[src/rtl/board_commit_arbiter.sv]
// board_commit_arbiter
//   Owns the 3x3 Tic-Tac-Toe board (9 x 2-bit cells) and shares it between the
//   pixel renderer (registered reads every clock) and the game logic (writes).
//   Game writes are queued in a small FIFO and applied only during vertical
//   blanking (falling edge of active-low vsync), so a move never tears mid-frame.
//
//   Optional feature macro: BOARD_ARB_OCCUPIED_CHECK_EN
//     defined   - queued entries aimed at a non-empty cell are discarded at
//                 commit time and flagged on wr_err_o
//     undefined - queued entries overwrite unconditionally
//
// Ports:
//   clk_i          pixel clock
//   rst_ni         asynchronous active-low reset
//   vsync_i        active-low vsync from vga_sync
//   in_active_i    inActiveArea from vga_sync
//   rd_cell_i      renderer cell index 0..8
//   rd_data_o      registered cell mark (00 empty, 01 X, 10 O)
//   wr_req_i       game write request
//   wr_cell_i      target cell 0..8
//   wr_mark_i      mark to write
//   wr_ready_o     write accepted when wr_req_i && wr_ready_o
//   wr_err_o       1-cycle pulse: accepted write dropped as illegal
//   clear_req_i    1-cycle pulse: wipe board at next commit
//   pending_o      pending-write queue occupancy
//   commit_done_o  1-cycle pulse at end of a commit pass
//   overrun_o      sticky: a commit pass was cut short by active video
module board_commit_arbiter #(
    parameter int unsigned FIFO_DEPTH = 4,
    parameter int unsigned CNT_W      = $clog2(FIFO_DEPTH) + 1
) (
    input  logic             clk_i,
    input  logic             rst_ni,
    input  logic             vsync_i,
    input  logic             in_active_i,
    input  logic [3:0]       rd_cell_i,
    output logic [1:0]       rd_data_o,
    input  logic             wr_req_i,
    input  logic [3:0]       wr_cell_i,
    input  logic [1:0]       wr_mark_i,
    output logic             wr_ready_o,
    output logic             wr_err_o,
    input  logic             clear_req_i,
    output logic [CNT_W-1:0] pending_o,
    output logic             commit_done_o,
    output logic             overrun_o
);

    localparam int unsigned PTR_W = $clog2(FIFO_DEPTH);
    localparam int unsigned NCELL = 9;

    typedef enum logic [1:0] {
        S_IDLE,
        S_CLEAR,
        S_COMMIT,
        S_DONE
    } state_e;

    state_e           state_q, state_d;
    logic [1:0]       cell_q [NCELL];
    logic [1:0]       cell_d [NCELL];
    logic [5:0]       fifo_mem_q [FIFO_DEPTH];
    logic [PTR_W-1:0] wptr_q, rptr_q;
    logic [CNT_W-1:0] count_q, count_d;
    logic             clear_pending_q, clear_pending_d;
    logic             overrun_q, overrun_d;
    logic             err_q, err_d;
    logic             vsync_q;
    logic [1:0]       rd_q, rd_val;

    logic             full, accepted, illegal, push, pop, clear_fire, blank_start;
    logic [3:0]       head_cell;
    logic [1:0]       head_mark;
    logic             occ_err;

    assign full        = (count_q == CNT_W'(FIFO_DEPTH));
    assign wr_ready_o  = !full && !clear_pending_q;
    assign accepted    = wr_req_i && wr_ready_o;
    assign illegal     = (wr_cell_i >= 4'd9) || (wr_mark_i == 2'b11);
    // A clear only arms once; while armed it has no further effect.
    assign clear_fire  = clear_req_i && !clear_pending_q;
    // A write landing in the same cycle as a clear is flushed with the queue.
    assign push        = accepted && !illegal && !clear_fire;
    assign blank_start = vsync_q && !vsync_i;

    assign head_cell = fifo_mem_q[rptr_q][5:2];
    assign head_mark = fifo_mem_q[rptr_q][1:0];

    // Renderer read mux; out-of-range indices read as empty.
    always_comb begin
        rd_val = '0;
        for (int unsigned i = 0; i < NCELL; i++) begin
            if (rd_cell_i == 4'(i)) rd_val = cell_q[i];
        end
    end

    always_comb begin
        state_d         = state_q;
        cell_d          = cell_q;
        clear_pending_d = clear_pending_q;
        overrun_d       = overrun_q;
        pop             = 1'b0;
        occ_err         = 1'b0;

        case (state_q)
            S_IDLE: begin
                if (blank_start) begin
                    if (clear_pending_q)    state_d = S_CLEAR;
                    else if (count_q != '0) state_d = S_COMMIT;
                end
            end
            S_CLEAR: begin
                if (in_active_i) begin
                    overrun_d = 1'b1;
                    state_d   = S_IDLE;
                end else begin
                    for (int unsigned i = 0; i < NCELL; i++) cell_d[i] = '0;
                    clear_pending_d = 1'b0;
                    state_d         = (count_q != '0) ? S_COMMIT : S_DONE;
                end
            end
            S_COMMIT: begin
                if (in_active_i) begin
                    overrun_d = 1'b1;
                    state_d   = S_IDLE;
                end else if (count_q == '0) begin
                    // Queue was flushed by a clear mid-pass.
                    state_d = S_DONE;
                end else begin
                    pop = 1'b1;
                    for (int unsigned i = 0; i < NCELL; i++) begin
                        if (head_cell == 4'(i)) begin
`ifdef BOARD_ARB_OCCUPIED_CHECK_EN
                            if (cell_q[i] != 2'b00) occ_err = 1'b1;
                            else                    cell_d[i] = head_mark;
`else
                            cell_d[i] = head_mark;
`endif
                        end
                    end
                    // A simultaneous push keeps the pass going to drain it too.
                    if (count_q == CNT_W'(1) && !push) state_d = S_DONE;
                end
            end
            S_DONE: begin
                state_d = S_IDLE;
            end
            default: state_d = S_IDLE;
        endcase

        if (clear_fire) clear_pending_d = 1'b1;
    end

    always_comb begin
        count_d = count_q;
        if (clear_fire) count_d = '0;
        else begin
            case ({push, pop})
                2'b10:   count_d = count_q + CNT_W'(1);
                2'b01:   count_d = count_q - CNT_W'(1);
                default: count_d = count_q;
            endcase
        end
    end

    assign err_d = (accepted && illegal && !clear_fire) || occ_err;

    always_ff @(posedge clk_i) begin
        if (push) fifo_mem_q[wptr_q] <= {wr_cell_i, wr_mark_i};
    end

    always_ff @(posedge clk_i or negedge rst_ni) begin
        if (!rst_ni) begin
            state_q         <= S_IDLE;
            cell_q          <= '{default: '0};
            wptr_q          <= '0;
            rptr_q          <= '0;
            count_q         <= '0;
            clear_pending_q <= 1'b0;
            overrun_q       <= 1'b0;
            err_q           <= 1'b0;
            vsync_q         <= 1'b1;
            rd_q            <= '0;
        end else begin
            state_q         <= state_d;
            cell_q          <= cell_d;
            count_q         <= count_d;
            clear_pending_q <= clear_pending_d;
            overrun_q       <= overrun_d;
            err_q           <= err_d;
            vsync_q         <= vsync_i;
            rd_q            <= rd_val;
            if (clear_fire) begin
                wptr_q <= '0;
                rptr_q <= '0;
            end else begin
                if (push) wptr_q <= wptr_q + PTR_W'(1);
                if (pop)  rptr_q <= rptr_q + PTR_W'(1);
            end
        end
    end

    assign rd_data_o     = rd_q;
    assign wr_err_o      = err_q;
    assign pending_o     = count_q;
    assign commit_done_o = (state_q == S_DONE);
    assign overrun_o     = overrun_q;

endmodule
[config.mk]
export PLATFORM = sky130hd
export DESIGN_NAME = board_commit_arbiter
export DESIGN_NICKNAME = d
export VERILOG_FILES = /design/src/rtl/board_commit_arbiter.sv
export SDC_FILE = /design/constraint.sdc
export NUM_CORES = 1
export LEC_CHECK = 0
export ABC_AREA = 1
export BUFFER_PORTS_ARGS = -buffer_cell sky130_fd_sc_hd__buf_4
export CORE_ASPECT_RATIO = 0.8
export CORE_UTILIZATION = 35
export CTS_CLUSTER_SIZE = 20
export DETAILED_ROUTE_END_ITERATION = 10
export PLACE_DENSITY = 0.51
export SLEW_MARGIN = 30
export SYNTH_ARGS = -nofsm -noshare
export SYNTH_HDL_FRONTEND = slang
export SYNTH_SLANG_ARGS = --single-unit
[constraint.sdc]
create_clock -name clk_i -period 2 [get_ports clk_i]
set_clock_uncertainty 0.1 [all_clocks]
set_input_delay 0.3 -clock clk_i [delete_from_list [all_inputs] [get_ports clk_i]]
set_output_delay 0.3 -clock clk_i [all_outputs]
set_load 0.05 [all_outputs]
==> summary.md <==
| Metric | Value |
|---|---|
| Largest cells by area after synthesis | dfrtp_1 26%, edfxtp_1 24%, nand2_1 13%, nand3_1 5.3%, ha_1 4.9% |
| Xor/xnor share of the synthesized area | less than 1% |
| Total Wirelength | approximately 6000 µm |
| Crit path DAT | 1.82 ns |
| Total GRT Usage | between 10% and 20% |
| Vias in the first global route | approximately 2300 |
| Combinational family with the most area after synthesis | simple AND/OR/NAND/NOR gates |
| Routability congestion estimate | about 0.79 |
| Initial antenna violation count | 0 |
| Top_reg_cell synth | dfrtp_1 |
| Clock latency on the worst-skew pair | 0.34 ns |
| Crit start category | flop |
| Largest net degree at the start of global routing | 34 |
| CP required | approximately 2 ns |
| Placed wire-length estimate | around 4500 µm |
| Drt wl/cell | around 12 µm |
| Core ar. | about 8400 µm² |
| Post-synthesis mux area share | 0% |
| Highest clock rate | between 500 and 600 MHz |
| DIE HEIGHT | between 80 and 90 µm |
| Non-Filler Instances | 498 |
| Crit Path Max Fanout | 8 |
| Ys async rst share | between 50% and 60% |
| TritonCTS clock tree | yes |
| Post-Synthesis Cells | approximately 340 |
| Maximum vdd drop | between 0.7 and 0.8 mV |
| Hold WC Path Type | in2reg |
| Clk root buf | clkbuf_8 |
| Status | complete, no violations |
| Post-synth EDFFs | 24 |
| First-pass GRT wire length | ~11000 µm |
| Layout cells sized above 1 | between 20% and 30% |
| CP endpoint kind | flop |
| Yosys reg bits | between 50 and 60 |
| Largest buffer count on any clock path | 2 |
| Number of H-tree levels | 3 |
| Top cell type's share of synthesized area | a little over a quarter |
| Most frequent cell after synthesis | nand2_1 |
| Post-route DRC | 0 |
| Tmin final | between 1.5 and 2 ns |
| Hold Vio Cnt, Final | 0 |
| Die Span X | between 100 and 150 µm |
| Distinct cells, synth | 31 |
| Fin crit share | 93.0% |
| Ant. Diodes | 0 |
| PwrDens | about 1300 nW/µm² |
| Initial Utilization | 36.0% |
| NumNets Final | ~400 |
| Synth Area in Adders | under 10% |
| Seq/Total Area, Yosys | 50.9% |
| Top Ports | 25 |
| Synth Area in Compound Gates | under 10% |
| Mapped Area | about 3000 µm² |
| Layout area overhead | 19.9% |
| Relative slew slack | between 60 and 70% |
| Final ANT Viol Nets | 0 |
| Row count | 30 |
| Crit Path Class | reg2reg |
| Cell taking the most area after synthesis | dfrtp_1 |
| P_leak | around 1.7 nW |
| Max-slew violation count | 0 |
| Remaining Overflow, GRT | 0 |
| Post-Syn Area per Cell | 8.83 µm² |
| Vias per cell | between 4 and 5 |
| Clock slew at reported path FFs | 0.08 ns |
| Worst Tran Pin Value | between 0.4 and 0.5 ns |
| IO buf count | 24 |
| Power Total | just under 5 mW |
| DR iter-0 viols | 99 |
| Final setup violating endpoints | 0 |
| Setup bufs post-CTS | 0 |
| Max-cap violations | 0 |
| Die area | a little over 9000 µm² |
| Yosys warns | 0 |
| Dpl cells | 480 |
| Synth Area in Simple Gates | between 30% and 40% |
| 1st-pass router iterations | 4 |
| Most frequent cells after synthesis | 108 x nand2_1, 32 x dfrtp_1, 32 x nand3_1, 28 x inv_1, 28 x nor2_1 |
| Number of CTS-inserted buffers | 9 |
| Clk sinks | 57 |
| Syn nets | 372 |
| Via count | roughly 2300 |
==> cell families (layout without fill, tap and decap cells) <==
logic type | after synthesis | count (layout)
compound gates | 26 | 26
xor+xnor | 3 | 3
fa+ha+maj | 12 | 12
buf+inv | 40 | 82
flops | 57 | 57
simple gates | 206 | 206
==> stage by stage <==
step	setup WS (ns)	utilization, %	hold WS, ns	setup TNS, ns	area, µm²
2_1_floorplan	-0.0454	-	-0.0956	-1.09	3040
3_3_place_gp	0.186	40.1	0.188	0	3390
3_5_place_dp	0.130	40.1	0.181	0	3390
4_1_cts	0.115	43.0	0.0127	0	3630
5_1_grt	-0.00615	43.1	0.0152	-0.0382	3640
6_report	0.140	43.1	0.0348	0	3640
==> placed cells by master, fill, tap and decap left out <==
master and count:
nand2_1 107, nand3_1 32, dfrtp_1 30, buf_4 30
inv_1 28, nor2_1 28, edfxtp_1 24, ha_1 12
nand2_2 10, nand3_2 9, clkbuf_8 9, nand4_1 7
nor3_1 5, a21oi_1 5, o21ai_0 5, a21oi_2 4
inv_2 4, o21ai_1 4, nor2_2 3, nand2_4 3
o21ai_2 3, a21oi_4 3, xnor2_1 2, bufinv_16 2
clkinvlp_4 2, inv_6 2, dlygate4sd3_1 2, dfrtp_2 2
nand3_4 1, and3_1 1, inv_4 1, o21bai_1 1
xor2_1 1, a21o_1 1, clkinv_4 1, buf_12 1
dfstp_2 1
==> worst paths after layout <==
check	depth (start not counted)	slack, ns	end	from
worst max register to register	8	0.14	fifo_mem_q[3][3]$_DFFE_PP_	pending_o[0]$_DFFE_PN0P_
min in group asynchronous	2	0.35	cell_q[13]$_DFFE_PN0P_	rst_ni
worst max-delay path	8	0.14	fifo_mem_q[3][3]$_DFFE_PP_	pending_o[0]$_DFFE_PN0P_
worst min register to register	1	0.36	overrun_o$_DFFE_PN0P_	overrun_o$_DFFE_PN0P_
max in group asynchronous	2	1.09	vsync_q$_DFF_PN1_	rst_ni
worst min-delay path	2	0.03	wr_err_o$_DFF_PN0_	clear_req_i
==> routing by layer <==
metal	share of wire, %	global-route usage (%)	vias up
met2	44	24.1	35
met1	50	20.6	1036
met5	0	0	-
li1	-	-	1198
met4	1.6	6.44	0
met3	4.2	4.07	10
==> where the power goes <==
part	leakage, nW	internal [mW]	switching, mW
logic	0.917	0.631	1.22
clock network	0.106	0.711	0.512
registers	0.649	1.51	0.216
total	1.67	2.85	1.95
==> worst max-delay path, stage by stage (launching register included) <==
cell and delay, ns:
dfrtp_2 0.40, inv_1 0.08, ha_1 0.23, nand2_1 0.08, nand3_2 0.08, nor2_2 0.16, nand3_4 0.14, nor2_1 0.14
buf_4 0.16
==> state kept, by name (all words and copies together) (netlist names) <==
name             count
vsync_q              1
rd_data_o            2
wr_err_o             1
wptr_q               2
clear_pending_q      1
fifo_mem_q          24
state_q              2
cell_q              18
pending_o            3
rptr_q               2
overrun_o            1
==> area by class of cell <==
class	instances	area (µm²)
Clock buffer	9	124
Clock inverter	7	101
Tap cell	112	140
Inverter	33	126
Multi-Input combinational cell	247	1340
Timing Repair Buffer	33	265
Sequential cell	57	1550
Fill cell	864	4800
==> what timing repair did <==
item	in CTS	in global routing
setup endpoints to repair	0	27
endpoints found under the hold margin	33	0
hold buffers	2	0
resized for setup	0	2
(Power assumes the default switching activity.)
